**config.mk**
```make
export PLATFORM = sky130hd
export DESIGN_NAME = multicycle_ctrl_unit_flat
export DESIGN_NICKNAME = d
export VERILOG_FILES = /design/src/rtl/multicycle_ctrl_unit_if.sv /design/src/rtl/multicycle_ctrl_unit.sv /design/src/flat_wrapper.sv
export SDC_FILE = /design/constraint.sdc
export NUM_CORES = 1
export LEC_CHECK = 0
export ABC_AREA = 1
export ABC_CLOCK_PERIOD_IN_PS = 1300
export BUFFER_PORTS_ARGS = -buffer_cell sky130_fd_sc_hd__buf_2
export CORE_MARGIN = 3
export CORE_UTILIZATION = 44
export DETAILED_ROUTE_END_ITERATION = 8
export PLACE_DENSITY = 0.76
export SYNTH_ARGS = -nofsm -noshare
export SYNTH_HDL_FRONTEND = slang
export SYNTH_SLANG_ARGS = --single-unit
```
**constraint.sdc**
```tcl
create_clock -name clk -period 1.3 [get_ports clk]
set_input_delay 0.065 -clock clk [delete_from_list [all_inputs] [get_ports clk]]
set_output_delay 0.065 -clock clk [all_outputs]
set_load 0.02 [all_outputs]
```
**src/rtl/multicycle_ctrl_unit_if.sv**
```systemverilog
// Handshake and datapath-control bundle between instruction fetch,
// the multicycle control stage and the FullDMRFALU datapath.
interface multicycle_ctrl_unit_if #(
  parameter int PC_WIDTH = 8
);
  logic [31:0]         instr_in;
  logic                instr_valid;
  logic                instr_ready;
  logic [PC_WIDTH-1:0] pc;
  logic                MemWrite;
  logic                MemRead;
  logic                RegWrite;
  logic [5:0]          FuncCode;
  logic [1:0]          ALUOp;
  logic [15:0]         SEin;
  logic [4:0]          A;
  logic [4:0]          B;
  logic [4:0]          wr_addr;
  logic                sel;
  logic                mem_to_reg;
  logic                busy;
  logic                illegal;

  // Fetch side / observer
  modport master (
    output instr_in, instr_valid,
    input  instr_ready, pc, MemWrite, MemRead, RegWrite, FuncCode, ALUOp,
           SEin, A, B, wr_addr, sel, mem_to_reg, busy, illegal
  );

  // Control stage
  modport slave (
    input  instr_in, instr_valid,
    output instr_ready, pc, MemWrite, MemRead, RegWrite, FuncCode, ALUOp,
           SEin, A, B, wr_addr, sel, mem_to_reg, busy, illegal
  );
endinterface

```
**src/rtl/multicycle_ctrl_unit.sv**
```systemverilog
// Multicycle control stage: FETCH/DECODE/EXEC/MEM/WB sequencer with pc.
// All strobes and decoded fields are flops, so they are glitch-free Moore
// outputs that line up with the state they belong to.
module multicycle_ctrl_unit #(
  parameter int PC_WIDTH = 8,
  parameter int PC_STEP  = 4
) (
  input  logic                   clk,
  input  logic                   rst,
  multicycle_ctrl_unit_if.slave  bus
);
  typedef enum logic [2:0] {FETCH, DECODE, EXEC, MEM, WB} state_e;

  localparam logic [5:0] OP_R    = 6'h00;
  localparam logic [5:0] OP_ADDI = 6'h08;
  localparam logic [5:0] OP_LW   = 6'h23;
  localparam logic [5:0] OP_SW   = 6'h2B;

  typedef struct packed {
    logic [5:0]  func;
    logic [1:0]  alu_op;
    logic [15:0] se_in;
    logic [4:0]  a;
    logic [4:0]  b;
    logic [4:0]  wr_addr;
    logic        sel;
    logic        mem_to_reg;
  } fields_t;

  state_e              state_q, state_d;
  logic [5:0]          op_q, op_d;
  logic [PC_WIDTH-1:0] pc_q, pc_d;
  fields_t             fld_q, fld_d;
  logic                mem_write_q, mem_write_d;
  logic                mem_read_q, mem_read_d;
  logic                reg_write_q, reg_write_d;
  logic                illegal_q, illegal_d;

  logic                accept;
  logic [5:0]          in_op;

  function automatic logic is_legal(input logic [5:0] op);
    return (op == OP_R) || (op == OP_ADDI) || (op == OP_LW) || (op == OP_SW);
  endfunction

  assign in_op  = bus.instr_in[31:26];
  assign accept = (state_q == FETCH) && bus.instr_valid;

  // Next state, pc, decoded fields and registered strobes
  always_comb begin
    state_d     = state_q;
    op_d        = op_q;
    pc_d        = pc_q;
    fld_d       = fld_q;
    illegal_d   = 1'b0;
    mem_write_d = 1'b0;
    mem_read_d  = 1'b0;
    reg_write_d = 1'b0;
    case (state_q)
      FETCH: if (accept) begin
        // Fields are decoded straight off the accepted word so they are
        // already stable during DECODE and hold until the next accept.
        op_d              = in_op;
        pc_d              = pc_q + PC_WIDTH'(PC_STEP);
        fld_d.a           = bus.instr_in[25:21];
        fld_d.b           = bus.instr_in[20:16];
        fld_d.wr_addr     = (in_op == OP_R) ? bus.instr_in[15:11] : bus.instr_in[20:16];
        fld_d.func        = bus.instr_in[5:0];
        fld_d.se_in       = bus.instr_in[15:0];
        fld_d.alu_op      = (in_op == OP_R) ? 2'b10 : 2'b00;
        fld_d.sel         = is_legal(in_op) && (in_op != OP_R);
        fld_d.mem_to_reg  = (in_op == OP_LW);
        illegal_d         = !is_legal(in_op);
        state_d           = DECODE;
      end
      DECODE:  state_d = is_legal(op_q) ? EXEC : FETCH;
      EXEC:    state_d = ((op_q == OP_LW) || (op_q == OP_SW)) ? MEM : WB;
      MEM:     state_d = (op_q == OP_LW) ? WB : FETCH;
      WB:      state_d = FETCH;
      default: state_d = FETCH;
    endcase
    mem_read_d  = (state_d == MEM) && (op_q == OP_LW);
    mem_write_d = (state_d == MEM) && (op_q == OP_SW);
    reg_write_d = (state_d == WB);
  end

  // State and output registers; reset clears everything immediately
  always_ff @(posedge clk or posedge rst) begin
    if (rst) begin
      state_q     <= FETCH;
      op_q        <= '0;
      pc_q        <= '0;
      fld_q       <= '0;
      illegal_q   <= 1'b0;
      mem_write_q <= 1'b0;
      mem_read_q  <= 1'b0;
      reg_write_q <= 1'b0;
    end else begin
      state_q     <= state_d;
      op_q        <= op_d;
      pc_q        <= pc_d;
      fld_q       <= fld_d;
      illegal_q   <= illegal_d;
      mem_write_q <= mem_write_d;
      mem_read_q  <= mem_read_d;
      reg_write_q <= reg_write_d;
    end
  end

  // instr_ready is gated by rst so it is low during reset and rises on release
  assign bus.instr_ready = (state_q == FETCH) && !rst;
  assign bus.busy        = (state_q != FETCH);
  assign bus.pc          = pc_q;
  assign bus.MemWrite    = mem_write_q;
  assign bus.MemRead     = mem_read_q;
  assign bus.RegWrite    = reg_write_q;
  assign bus.illegal     = illegal_q;
  assign bus.FuncCode    = fld_q.func;
  assign bus.ALUOp       = fld_q.alu_op;
  assign bus.SEin        = fld_q.se_in;
  assign bus.A           = fld_q.a;
  assign bus.B           = fld_q.b;
  assign bus.wr_addr     = fld_q.wr_addr;
  assign bus.sel         = fld_q.sel;
  assign bus.mem_to_reg  = fld_q.mem_to_reg;
endmodule

```
**src/flat_wrapper.sv**
```systemverilog
// flat-port wrapper written by rule: the top's interface ports become plain ports
module multicycle_ctrl_unit_flat 
#(
  parameter int PC_WIDTH = 8,
  parameter int PC_STEP  = 4
)
  (clk, rst, bus_instr_in, bus_instr_valid, bus_instr_ready, bus_pc, bus_MemWrite, bus_MemRead, bus_RegWrite, bus_FuncCode, bus_ALUOp, bus_SEin, bus_A, bus_B, bus_wr_addr, bus_sel, bus_mem_to_reg, bus_busy, bus_illegal);
  multicycle_ctrl_unit_if #(.PC_WIDTH(PC_WIDTH)) bus_i ();
  input  logic clk;
  input  logic rst;
  input wire logic [$bits(bus_i.instr_in)-1:0] bus_instr_in;
  input wire logic [$bits(bus_i.instr_valid)-1:0] bus_instr_valid;
  output wire logic [$bits(bus_i.instr_ready)-1:0] bus_instr_ready;
  output wire logic [$bits(bus_i.pc)-1:0] bus_pc;
  output wire logic [$bits(bus_i.MemWrite)-1:0] bus_MemWrite;
  output wire logic [$bits(bus_i.MemRead)-1:0] bus_MemRead;
  output wire logic [$bits(bus_i.RegWrite)-1:0] bus_RegWrite;
  output wire logic [$bits(bus_i.FuncCode)-1:0] bus_FuncCode;
  output wire logic [$bits(bus_i.ALUOp)-1:0] bus_ALUOp;
  output wire logic [$bits(bus_i.SEin)-1:0] bus_SEin;
  output wire logic [$bits(bus_i.A)-1:0] bus_A;
  output wire logic [$bits(bus_i.B)-1:0] bus_B;
  output wire logic [$bits(bus_i.wr_addr)-1:0] bus_wr_addr;
  output wire logic [$bits(bus_i.sel)-1:0] bus_sel;
  output wire logic [$bits(bus_i.mem_to_reg)-1:0] bus_mem_to_reg;
  output wire logic [$bits(bus_i.busy)-1:0] bus_busy;
  output wire logic [$bits(bus_i.illegal)-1:0] bus_illegal;
  assign bus_i.instr_in = bus_instr_in;
  assign bus_i.instr_valid = bus_instr_valid;
  assign bus_instr_ready = bus_i.instr_ready;
  assign bus_pc = bus_i.pc;
  assign bus_MemWrite = bus_i.MemWrite;
  assign bus_MemRead = bus_i.MemRead;
  assign bus_RegWrite = bus_i.RegWrite;
  assign bus_FuncCode = bus_i.FuncCode;
  assign bus_ALUOp = bus_i.ALUOp;
  assign bus_SEin = bus_i.SEin;
  assign bus_A = bus_i.A;
  assign bus_B = bus_i.B;
  assign bus_wr_addr = bus_i.wr_addr;
  assign bus_sel = bus_i.sel;
  assign bus_mem_to_reg = bus_i.mem_to_reg;
  assign bus_busy = bus_i.busy;
  assign bus_illegal = bus_i.illegal;
  multicycle_ctrl_unit #(.PC_WIDTH(PC_WIDTH), .PC_STEP(PC_STEP)) u_core (.clk(clk), .rst(rst), .bus(bus_i));
endmodule
```
==> results of run 1 <==
## how the worst max path moves through the flow
stage / endpoint / from / slack [ns]
detailed placement: u_core.bus.SEin[0] / u_core.state_q[1] / 0.006
global route: bus_instr_ready / u_core.state_q[0] / -0.04
CTS: u_core.bus.SEin[12] / u_core.state_q[1] / 0.006
global placement: u_core.bus.ALUOp[1] / u_core.state_q[1] / 0.05
finish: bus_instr_ready / u_core.state_q[0] / 0.02
floorplan: u_core.bus.pc[6] / u_core.bus.pc[2] / 0.15
## what timing repair did
item / in CTS / in global routing
gates resized for setup: 1 / 19
buffers inserted: 0 / 3
cloned: 0 / 1
endpoints found under the setup margin: 11 / 28
hold buffers: 23 / 0
pin swaps: 0 / 3
endpoints found under the hold margin: 75 / 0
## power by group through the flow
stage | clock network (mW) | logic [mW] | registers, mW
floorplan | 0 | 1.10 | 3.11
global placement | 0 | 2.30 | 2.56
detailed placement | 0 | 2.37 | 2.57
CTS | 0.994 | 2.43 | 2.55
global route | 1.07 | 2.82 | 2.64
finish | 0.978 | 2.54 | 2.56
## cells in the final DEF (no fill, tap or decap)
cell           Yosys  routed
xor2_1             2       2
o21ai_1            3       4
nand3_1            8       6
o21ai_0           12      11
clkbuf_8           0       5
nor2_2             1       6
o21a_1             1       1
dlygate4sd3_1      0      23
clkinv_4           0       2
a21oi_2            0       1
dfrtp_1           53      53
inv_6              0       1
conb_1             1       3
buf_2              2      85
nor3_1             2       2
buf_6              5       2
nand2_1          128     127
inv_2              0       1
nand2_2            0       1
nand4_1            2       2
nor2_1            14       8
nor2_4             0       1
nand3_4            0       1
buf_4              9       5
ha_1               1       1
buf_12             1       4
xnor2_1            2       2
clkinv_16          0       1
inv_1             22      20
nand3_2            5       6
clkinvlp_4         0       1
clkbuf_16          0       1
## through the flow
stage	power, mW	util	hold slack, ns
after detailed placement	4.93	0.547	0.167
after global placement	4.86	0.547	0.168
after CTS	5.97	0.611	0.0175
final	6.08	0.636	0.0204
after global routing	6.53	0.636	0.0236
after floorplan	4.20	-	0.126
## cell type report
cell class	count	area (µm²)	area share
Multi-Input combinational cell	185	842	0.256
Clock buffer	5	68.8	0.0209
Inverter	23	116	0.0354
Clock inverter	3	26.3	0.00799
Tap cell	70	87.6	0.0266
Sequential cell	53	1330	0.403
Timing Repair Buffer	120	821	0.250
## kinds of logic (layout without fill, tap and decap cells)
group / Yosys count / in the layout / synth area share
simple gates: 160 / 160 / 0.275
fa+ha+maj: 1 / 1 / 0.00528
xor+xnor: 4 / 4 / 0.0148
other cells: 1 / 3 / 0.00158
flops: 53 / 53 / 0.560
compound gates: 17 / 17 / 0.0370
buf+inv: 41 / 151 / 0.106
## critical path: cells and delay by family (launching register included)
| kind | cells | cell delay (ns) |
|---|---|---|
| buf+inv | 1 | 0.12 |
| flops | 1 | 0.42 |
| simple gates | 3 | 0.35 |
## metal layers
| layer | track usage | up-vias | part of all wire |
|---|---|---|---|
| li1 | - | 1055 | - |
| met1 | 0.222 | 974 | 0.44 |
| met2 | 0.334 | 65 | 0.50 |
| met3 | 0.0451 | 7 | 0.056 |
| met4 | 0.0412 | 0 | 0.0084 |
| met5 | 0 | - | 0 |
==> results.json, run 1 <==
{
  "dp_cells": 424,
  "cts_tree": "done",
  "design_area_um2": 3290,
  "grt_pass1_wl_mm": 9.25,
  "hold_violations": 0,
  "slowest_delay_ns": 0.42,
  "drt_wl_total_mm": 5.46,
  "power.share.clock": 0.161,
  "hp-start": "bus_instr_in[14]",
  "ys_types": 23,
  "synthTopCellsByArea": "dfrtp_1, nand2_1, inv_1, buf_4, o21ai_0",
  "post-route-drc-count": 0,
  "worstSetupStartpointType": "register",
  "root_buffer": "clkbuf_8",
  "report.final.slew_viol_count": 0,
  "min_path_cells": 3,
  "grt_antenna_before_repair": 0,
  "cts_max_path_buffers": 2,
  "core_um2": 5170,
  "rr_startpoint": "u_core.state_q[0]",
  "clk_pin_slew_worst_paths_ns": 0.11,
  "die_y_um": 79.4,
  "rr_endpoint": "u_core.bus.ALUOp[1]",
  "dieArea_um2": 6300,
  "required_ns": 1.24,
  "worst_ep_arrival_time_ns": 1.21,
  "clock.fmax_ghz": 0.783,
  "clock_latency_ns": 0.31,
  "fin_nets": 424,
  "rsz0062_at_grt": "yes",
  "vias_per_cell": 4.58,
  "yosys_warnings": 0,
  "globalplace.congestion": 0.774,
  "pre_cts_slack_ns": 0.00611,
  "syn2layout_area_growth_pct": 38.8,
  "antenna_cells": 0,
  "setup_tns_ns": 0,
  "p_int_mw": 3.53,
  "synth.largest_area_cell": "dfrtp_1",
  "die_width_um": 79.4,
  "setup_viol_count_final": 0,
  "synth_cells": 277,
  "cap_viol_max_count": 0,
  "synth_top_area_share": 0.560,
  "row_count": 26,
  "dp_hpwl_mm": 3.64,
  "worst_slack_ns": 0.0237,
  "ios": 90,
  "leakagePower_nw": 1.82,
  "cts_num_sinks": 53,
  "drive_above_1_share": 0.319,
  "status": "finished clean",
  "grt_usage": 0.185,
  "hold_end": "u_core.bus.SEin[14]",
  "dr_total_vias": 2101,
  "pwr_density_cell_nw_per_um2": 1850,
  "yosysMostFrequentCell": "nand2_1",
  "synth_area_um2": 2370,
  "seqPwrFrac": 0.421,
  "synth_ff_type": "dfrtp_1",
  "async_flop_share": 1.00,
  "drt-initial-drc-count": 99,
  "placed_cell_area_um2": 2830,
  "synth_common_cells": "nand2_1, dfrtp_1, inv_1",
  "swShare": 0.420,
  "htreeDepth": 2,
  "drtAntennaViolNets": 0,
  "first_global_vias": 2033,
  "period_share": 0.982,
  "largest_register_ffs": 16,
  "cp-end-kind": "output pin",
  "p_switching_mw": 2.55,
  "yosysSeqAreaShare": 0.560,
  "start_util": 0.458,
  "hold_path.class": "input pin to register",
  "syn_area_per_cell_um2": 8.55,
  "grt_overflow": 0,
  "period_minus_slack_ns": 1.28,
  "worstRegToRegCells": 6,
  "cts_buffers": 5,
  "crit_fanout": 2,
  "cp_slowest_cell": "dfrtp_1",
  "synth_edf_count": 0,
  "avgRoutedWirePerCell_um": 11.9,
  "pwr-share-comb": 0.419,
  "critPathKind": "register to output pin",
  "grt_max_degree": 54,
  "ys_ff_latch": 53,
  "ir_drop_mv": 0.995,
  "first_pass_iters": 4,
  "path_cells": "nor2_4, nand2_2, nor2_2, buf_6",
  "final_cells": 459,
  "io_buffers": 86,
  "skew_ns": 0.00866,
  "ff2ff_setup_slack_ns": 0.06,
  "nFillCells": 446
}
No activity file was read; power rests on OpenSTA's default activity.
==> run 2, diff against run 1 <==
- ABC_AREA: 1 -> not set
- CORE_UTILIZATION: 44 -> 43
- PLACE_DENSITY: 0.76 -> 0.75
==> run 2 against run 1 <==
Net effect: the run now ends with negative setup slack left; count of clock-buffer cells in the layout increased by 1; sequential share of layout area decreased by 2.6 points; routed wire length increased by 9.4%; clock power increased by 12%; total power increased by 6.9%; die area decreased by 3.2%; first-iteration DRC count increased by 41%; worst setup slack got worse by 0.29 ns; maximum frequency decreased by 19%; register-to-register slack got worse by 0.27 ns; critical endpoint unchanged; largest power group is now combinational cells.
==> results.json, run 2 <==
{
  "pwr-share-comb": 0.439,
  "synthTopCellsByArea": "dfrtp_1, nand2_1, buf_4, xnor2_1, nor2_1",
  "final_common_cell": "nand2_1",
  "clk_pin_slew_worst_paths_ns": 0.09,
  "htreeDepth": 2,
  "cts_buffers": 5,
  "cp_top_family": "simple AND/OR/NAND/NOR gates",
  "synth_edf_count": 0,
  "grt_overflow": 0,
  "clock_latency_ns": 0.30,
  "clock.fmax_ghz": 0.637,
  "p_int_mw": 3.95,
  "ir_drop_mv": 1.25,
  "core_um2": 4880,
  "post-route-drc-count": 0,
  "synth_top_area_share": 0.594,
  "seqPwrFrac": 0.392,
  "hold_path.class": "input pin to register",
  "leakagePower_nw": 1.85,
  "pwr_density_cell_nw_per_um2": 1850,
  "cap_viol_max_count": 0,
  "async_flop_share": 1.00,
  "synth_compound_area_frac": 0.0666,
  "grt_antenna_before_repair": 0,
  "period_minus_slack_ns": 1.57,
  "dp_cells": 394,
  "worstSetupStartpointType": "register",
  "required_ns": 1.24,
  "cts_num_sinks": 53,
  "placed_cell_area_um2": 2820,
  "root_buffer": "clkbuf_8",
  "p_switching_mw": 2.55,
  "yosys_warnings": 0,
  "ios": 90,
  "mostFrequentLayoutCells": "nand2_1, buf_2, dfrtp_1, dlygate4sd3_1, buf_4",
  "ys_ff_latch": 53,
  "crit_fanout": 4,
  "design_area_um2": 3510,
  "worst_ep_arrival_time_ns": 1.50,
  "cp_slowest_cell": "dfrtp_1",
  "synth_common_cells": "nand2_1, dfrtp_1, nor2_1",
  "row_count": 25,
  "first_global_vias": 2055,
  "crit_top_cell": "buf_6",
  "syn_area_per_cell_um2": 9.31,
  "synth_top_family_by_area": "simple AND/OR/NAND/NOR gates",
  "critPathKind": "register to output pin",
  "fin_hold_ws_ns": 0.0128,
  "path_buf_inv": 2,
  "die_width_um": 78.1,
  "drt-initial-drc-count": 140,
  "rsz0062_at_grt": "yes",
  "status": "finished, violations left",
  "synth-xor-area-share": 0.0235,
  "period_share": 1.21,
  "cts_tree": "done",
  "synth.largest_area_cell": "dfrtp_1",
  "grt_max_degree": 54,
  "setup_viol_count_final": 50,
  "path_cells": "buf_6, or3_4, nor2_4, buf_6",
  "first_pass_iters": 4,
  "avgRoutedWirePerCell_um": 13.4,
  "slowest_delay_ns": 0.42,
  "skew_ns": 0.00873,
  "swShare": 0.393,
  "ys_types": 30,
  "start_util": 0.458,
  "synthMuxAreaShare": 0,
  "worst_slack_ns": -0.269,
  "grt_usage": 0.201,
  "report.final.slew_viol_count": 0,
  "dr_total_vias": 2106,
  "setup_tns_ns": -8.62,
  "final_cells": 444,
  "cp-end-kind": "output pin",
  "antenna_cells": 0,
  "yosysMostFrequentCell": "nand2_1",
  "synth_fa_ha_area_frac": 0.00560,
  "synth_ff_type": "dfrtp_1",
  "dp_hpwl_mm": 3.72,
  "grt_pass1_wl_mm": 9.76,
  "die_y_um": 78.1,
  "drt_wl_total_mm": 5.97,
  "pre_cts_slack_ns": -0.216,
  "total_power_mw": 6.50,
  "final_core_util": 0.719,
  "synthSimpleGateAreaFrac": 0.245,
  "yosysSeqAreaShare": 0.594,
  "syn2layout_area_growth_pct": 57.1,
  "largest_register_ffs": 16,
  "synth_cells": 240,
  "globalplace.congestion": 0.826,
  "dieArea_um2": 6100,
  "cts_max_path_buffers": 2,
  "power.share.clock": 0.169,
  "synth_area_um2": 2230,
  "drive_above_1_share": 0.395,
  "fin_nets": 412,
  "hold_violations": 0,
  "drtAntennaViolNets": 0,
  "io_buffers": 86,
  "violations": "negative setup slack",
  "vias_per_cell": 4.74
}
## run 2: cell count changes after synthesis, moves of 5 or more
cell / before / now
nand2_1: 128 / 103
inv_1: 22 / 2
a21oi_1: 1 / 8
nand3_1: 8 / 1
clkbuf_1: 1 / 7
o21ai_0: 12 / 6
a31oi_1: 0 / 5
nand3_2: 5 / 0
## run 2: cell families after synthesis
| family | Yosys count |
|---|---|
| and+or+nand+nor | 131 |
| DFF | 53 |
| AOI/OAI and AO/OA | 25 |
| buffers and inverters | 23 |
| xor gates and xnor gates | 6 |
| adders and majority gates | 1 |
| other | 1 |
## run 2: worst register-to-register path, stage by stage (launching register included)
cell and delay (ns):
dfrtp_1 0.42, or4b_4 0.65, buf_6 0.20, nand2_1 0.07, nand2_1 0.05
## run 2: cell type report
class,instances,area (µm²)
clock buffers,6,72.6
clock inverters,2,38.8
fillers,380,1370
inverters,2,11.3
multi-input cells,168,915
flip-flops and latches,53,1330
well taps,67,83.8
repair buffers,146,1060
## run 2: worst paths after layout
path / from / endpoint / slack (ns) / depth (start not counted)
worst min-delay path: bus_instr_in[29] / u_core.op_q[3] / 0.01 / 3
max in group asynchronous: rst / u_core.bus.SEin[13] / 0.67 / 4
worst min register to register: u_core.op_q[3] / u_core.bus.MemRead / 0.44 / 1
min in group asynchronous: rst / u_core.bus.RegWrite / 0.39 / 4
worst max-delay path: u_core.state_q[2] / bus_instr_ready / -0.27 / 4
worst max register to register: u_core.state_q[0] / u_core.bus.SEin[9] / -0.21 / 4
## run 2: repair_timing
item / 4_1_cts / 5_1_grt
hold endpoints to repair: 81 / 0
setup buffers: 5 / 5
endpoints found under the setup margin: 51 / 51
gates cloned: 3 / 0
gates resized for setup: 25 / 14
pin swaps: 6 / 2
hold buffers: 29 / 0
## run 2: routing by layer
layer	track usage	wire length, µm	vias up
met5	0	0	-
met4	0.0699	104	0
met3	0.0424	413	9
met2	0.346	3060	78
met1	0.251	2390	979
li1	-	-	1040
## run 2: power groups by stage
| stage | Combinational, mW | Clock, mW | Sequential (mW) |
|---|---|---|---|
| 3_3_place_gp | 2.40 | 0 | 2.53 |
| 2_1_floorplan | 1.05 | 0 | 3.08 |
| 4_1_cts | 2.73 | 1.13 | 2.53 |
| 3_5_place_dp | 2.46 | 0 | 2.53 |
| 5_1_grt | 3.09 | 1.19 | 2.62 |
| 6_report | 2.85 | 1.10 | 2.55 |
